## config.mk

```make
export PLATFORM = sky130hd
export DESIGN_NAME = cla_share_arbiter
export DESIGN_NICKNAME = d
export VERILOG_FILES = /design/src/rtl/cla_share_arbiter.sv
export SDC_FILE = /design/constraint.sdc
export NUM_CORES = 1
export LEC_CHECK = 0
export BUFFER_PORTS_ARGS = -buffer_cell sky130_fd_sc_hd__buf_4
export CELL_PAD_IN_SITES_DETAIL_PLACEMENT = 1
export CELL_PAD_IN_SITES_GLOBAL_PLACEMENT = 2
export CORE_ASPECT_RATIO = 1.1
export CORE_UTILIZATION = 25
export CTS_CLUSTER_DIAMETER = 30
export DETAILED_ROUTE_END_ITERATION = 7
export PLACE_DENSITY = 0.83
export RECOVER_POWER = 25
export SKIP_CTS_REPAIR_TIMING = 1
export SLEW_MARGIN = 20
export SYNTH_ARGS = -nofsm -noshare
export SYNTH_HDL_FRONTEND = slang
export SYNTH_SLANG_ARGS = --single-unit
```

## constraint.sdc

```tcl
create_clock -name clk -period 1.7 [get_ports clk]
set_input_delay 0.34 -clock clk [delete_from_list [all_inputs] [get_ports clk]]
set_output_delay 0.34 -clock clk [all_outputs]
set_load 0.02 [all_outputs]
```

## src/rtl/cla_share_arbiter.sv

```systemverilog
// Round-robin arbiter sharing one external carry-lookahead adder between two requesters.
// Operands are registered toward the adder; the result is captured after one settle cycle.
module cla_share_arbiter #(
  parameter int unsigned WIDTH = 16
) (
  input  logic               clk,
  input  logic               rst_n,
  input  logic [1:0]         req_valid,
  input  logic [2*WIDTH-1:0] req_a,
  input  logic [2*WIDTH-1:0] req_b,
  input  logic [1:0]         req_cin,
  output logic [1:0]         req_ready,
  output logic [1:0]         rsp_valid,
  input  logic [1:0]         rsp_ready,
  output logic [WIDTH-1:0]   rsp_sum,
  output logic               rsp_cout,
  output logic [WIDTH-1:0]   adder_a,
  output logic [WIDTH-1:0]   adder_b,
  output logic               adder_cin,
  input  logic [WIDTH-1:0]   adder_sum,
  input  logic               adder_cout,
  output logic               busy
);

  typedef enum logic [1:0] {StIdle, StCalc, StResp} state_e;

  state_e             state_q;
  logic               last_grant_q;
  logic               grant_q;
  logic               win_valid;
  logic               winner;
  logic [WIDTH-1:0]   sel_a;
  logic [WIDTH-1:0]   sel_b;
  logic               sel_cin;

  // Winner is only meaningful in IDLE; on contention the requester not served last wins.
  always_comb begin
    win_valid = 1'b0;
    winner    = 1'b0;
    if (state_q == StIdle) begin
      unique case (req_valid)
        2'b01: begin
          win_valid = 1'b1;
          winner    = 1'b0;
        end
        2'b10: begin
          win_valid = 1'b1;
          winner    = 1'b1;
        end
        2'b11: begin
          win_valid = 1'b1;
          winner    = ~last_grant_q;
        end
        default: begin
          win_valid = 1'b0;
          winner    = 1'b0;
        end
      endcase
    end
  end

  always_comb begin
    sel_a   = winner ? req_a[WIDTH +: WIDTH] : req_a[0 +: WIDTH];
    sel_b   = winner ? req_b[WIDTH +: WIDTH] : req_b[0 +: WIDTH];
    sel_cin = winner ? req_cin[1] : req_cin[0];
  end

  always_comb begin
    req_ready = 2'b00;
    if (win_valid) begin
      req_ready = winner ? 2'b10 : 2'b01;
    end
    rsp_valid = 2'b00;
    if (state_q == StResp) begin
      rsp_valid = grant_q ? 2'b10 : 2'b01;
    end
    busy = (state_q != StIdle);
  end

  always_ff @(posedge clk or negedge rst_n) begin
    if (!rst_n) begin
      state_q      <= StIdle;
      last_grant_q <= 1'b1;
      grant_q      <= 1'b0;
      adder_a      <= '0;
      adder_b      <= '0;
      adder_cin    <= 1'b0;
      rsp_sum      <= '0;
      rsp_cout     <= 1'b0;
    end else begin
      unique case (state_q)
        StIdle: begin
          if (win_valid) begin
            adder_a   <= sel_a;
            adder_b   <= sel_b;
            adder_cin <= sel_cin;
            grant_q   <= winner;
            state_q   <= StCalc;
          end
        end
        StCalc: begin
          rsp_sum  <= adder_sum;
          rsp_cout <= adder_cout;
          state_q  <= StResp;
        end
        StResp: begin
          if (rsp_ready[grant_q]) begin
            last_grant_q <= grant_q;
            state_q      <= StIdle;
          end
        end
        default: state_q <= StIdle;
      endcase
    end
  end

endmodule

```

# [Yosys cells after proc, flatten, opt, wreduce, memory -nomap -nowiden]
# Index checks and enable logic that the tools add are counted.
[totals] register_bits=54 latchBits=0 mem_bits_rw=0 rom_bits=0 inputBits=89 output_inout_bits=55 elab_cells=39 mem_count=0
[op_classes] addsub=0 mul=0 div_mod_pow=0 order_cmp=1 eq_ne=7 n_shift=0 muxes=16 n_bitwise=1 n_reduce_logical=6
[op_table] operator="$mux 16" n=2
[op_table] operator="$mux 2" n=6
[op_table] operator="$eq 2x2->1 const B" n=3
[op_table] operator="$mux 1" n=6
[op_table] operator="$pmux 2 s3" n=1
[op_table] operator="$reduce_and 2->1" n=3
[op_table] operator="$eq 2x1->1 const B" n=2
[op_table] operator="$reduce_or 3->1" n=1
[op_table] operator="$logic_not 2->1" n=1
[op_table] operator="$lt 1x2->1 const B" n=1
[op_table] operator="$ne 2x1->1 const B" n=1
[op_table] operator="$ne 2x2->1 const B" n=1
[op_table] operator="$pmux 1 s2" n=1
[op_table] operator="$reduce_bool 2->1" n=1
[op_table] operator="$not 1->1" n=1

# [Longest topological paths before layout]
[logic_depth] depth_word=6 ltp_mapped=5 ltp_nobuf=3

# [Least setup slack after synthesis]
# OpenSTA, ideal clock, no wires.
[synth_timing] path_kind="flip-flop to output port" from="register last_grant_q" to="output port req_ready[1]" t_arrival_ns=1.058 required_time_ns=1.360 slack_ns=0.302 path_stages_with_launch=4 n_path_buf=1 cell_sequence="dfstp_2 -> a21boi_2 -> clkbuf_1 -> and2_1"
[synth_between] elab_chain_len=5
[synth_rtl] item="start: declaration" line="28" text="logic last_grant_q;"
[synth_rtl] item="start signal: assignment" line="108" text="last_grant_q <= grant_q;"
[synth_rtl] item="$not 1->1" line="52" text="winner = ~last_grant_q;"
[synth_rtl] item="$pmux 1 s2" line="41" text="unique case (req_valid)"
[synth_rtl] item="$mux 1" line="40" text="if (state_q == StIdle) begin"
[synth_rtl] item="$mux 2" line="71" text="req_ready = winner ? 2'b10 : 2'b01;"
[synth_rtl] item="$mux 2" line="70" text="if (win_valid) begin"
[synth_rtl] item="end: declaration" line="12" text="output logic [1:0] req_ready,"
# No other way between the ends.

# [Worst setup path in the final report]
[layout_timing] from="register last_grant_q" to="output port req_ready[0]"
# The elaborated chain is that of the path after synthesis.

==> metrics.yaml <==
cts-buffers-inserted: 5
ys_warn_count: 0
p_leak_nw: 1.95
clkLatencyLatePin_ns: 0.30
rsz0062_at_grt: "true"
netlist_instances: 171
drive_gt1_share_pct: 59.4
grt_first_pass_wirelength_um: 11100
synth_area_um2: 2300
clkTransAtPathRegs_ns: 0.10
drtIter0Drc: 50
vdd_drop_max_mv: 0.674
antenna_found_initial: 0
finalWorstSetupSlack_ns: -0.00463
worstSetupPathType: "flip-flop to primary output"
grt_pass1_vias: 2168
drc: 0
core_area_um2: 8870
yosys.area_share.simple_pct: 11.7
synthAdderAreaFrac_pct: 0
cts.path.max_buffers: 2
ys_seq_elements: 54
die_h_um: 103
h-tree-depth: 2
synth_cell_types: 20
routed_via_density: 4.85
path_max_fanout: 2
place.gp.congestion: 0.655
die_area_um2: 9590
cts_tree: "built"
fp-row-count: 36
portBuffers: 143
gr-usage-all-layers_pct: 15.2
synth-compound-area-share_pct: 16.3
crit_path_end: "req_ready[0]"
muxShareOfSynthArea_pct: 8.81
skew_ns: 0.00790
clock_sinks: 54
routedWlPerCell_um: 17.0
violations: "setup timing"
fin_crit_sh_pct: 100
fin_crit_ns: 1.70
synth_top_family_by_area: "compound AO/OA/AOI/OAI gates"
maxSlewViolCount: 0
wirelength_um: 7460
required_ns: 1.36
r2r-start: "last_grant_q$_DFFE_PN1P_"
ant_nets: 0
hpwlAfterDp_um: 5330
max_freq_ghz: 0.587
mostFrequentLayoutCell: "buf_4"
crit_path_start: "last_grant_q$_DFFE_PN1P_"
whs_ns: 0.258
status: "finished with violations"
cap_violations: 0
relSlewSlack_pct: 50.0
num-fill-cells: 983
final_cell_mix: "buf_4, dfrtp_1, and3_1, a221o_1, mux2_2"
grt_overflow: 0
area_growth_pct: 62.0
root_buffer: "clkbuf_8"
worstMarginPinSlew_ns: 0.746
dr.pass1.iters: 4
final_hold_viol_count: 0
synth_nets: 260
synth-xor-area-share_pct: 0
final_net_count: 413
endpoint_kind: "primary output"
regToRegSetupSlack_ns: 0.10
syn_area_per_cell_um2: 13.4
hold_path.class: "primary input to flip-flop"
start_util_pct: 25.9
reg2reg_to: "adder_a[13]$_DFFE_PN0P_"
critPathLaunchType: "flip-flop"
fp.dieW_um: 93.4
setup_viol: 1
io_pins: 144
post-place-ws_ns: -0.185
route.vias.total: 2129
critPathArrivalTime_ns: 1.36
p_per_area_nw_per_um2: 1850
diodes: 0
grt_max_degree: 35
rr_worst_depth: 5
ys_seq_area_share_pct: 58.8
-- routing by layer --
layer | track usage, % | up-vias | part of all wire (%)
li1 | - | 967 | -
met1 | 17.8 | 1071 | 38
met4 | 3.31 | 0 | 0.59
met2 | 27.8 | 87 | 54
met3 | 3.91 | 4 | 7.2
met5 | 0 | - | 0
-- critical path, cell delays in order, from the launching register on --
cell,delay [ns]
dfstp_2,0.56
buf_6,0.09
nand2b_4,0.10
and3_4,0.19
buf_6,0.12
-- through the flow --
stage	instances	instance area, um^2	utilization, %	power, mW	setup TNS, ns
detailed placement	422	3530	39.8	6.08	-0.185
CTS	430	3630	40.9	6.85	-0.523
floorplan	171	2300	-	4.42	0
global route	439	3720	42.0	7.35	-0.116
finish	439	3720	42.0	6.90	-0.00463
global placement	422	3530	39.7	5.99	-7.80
-- cell families after synthesis --
kind of cell	count (synthesis)
compound gates	39
buf+inv	17
flops	54
mux	18
simple gates	43
-- registers in the layout (all words and copies together), names as in the netlist --
name and flops:
last_grant_q 1, rsp_cout 1, adder_b 16, rsp_sum 16, adder_cin 1, adder_a 16
grant_q 1, state_q 2
-- area by class of cell --
type / instances / area (um^2) / area share [%]
sequential: 54 / 1350 / 36.3
timing repair buffer: 160 / 1240 / 33.2
multi-input combinational: 101 / 895 / 24.0
tap: 114 / 143 / 3.83
clock buffer: 7 / 86.3 / 2.32
inverter: 2 / 7.51 / 0.202
clock inverter: 1 / 5.00 / 0.134
-- how the worst min path moves through the flow --
stage / to / slack [ns] / from / depth (start not counted)
CTS: adder_a[1]$_DFFE_PN0P_ / -0.08 / rst_n / 1
floorplan: adder_a[0]$_DFFE_PN0P_ / 0.04 / rst_n / 0
global route: adder_b[2]$_DFFE_PN0P_ / 0.24 / req_b[2] / 2
detailed placement: adder_a[11]$_DFFE_PN0P_ / 0.27 / rst_n / 1
finish: adder_cin$_DFFE_PN0P_ / 0.26 / req_cin[0] / 2
global placement: adder_a[11]$_DFFE_PN0P_ / 0.27 / rst_n / 1
-- power breakdown --
part / switching, mW / internal [mW]
clock: 0.402 / 0.330
sequential: 0.382 / 1.93
combinational: 1.94 / 1.92
-- synthesized netlist by cell type, drive strengths merged --
cell type / n / area share, %
dfrtp: 53 / 58
and3: 34 / 9.2
a221o: 33 / 14
mux2: 18 / 8.8
buf: 9 / 3.0
clkbuf: 6 / 0.98
nand2b: 3 / 0.82
a21o: 2 / 0.65
and2: 2 / 0.54
inv: 2 / 0.33
nor2: 2 / 0.65
o21ai: 2 / 0.43
a21boi: 1 / 0.49
a22o: 1 / 0.38
dfstp: 1 / 1.1
nand2: 1 / 0.16
nor2b: 1 / 0.27
Power figures use the tool's default switching activity.
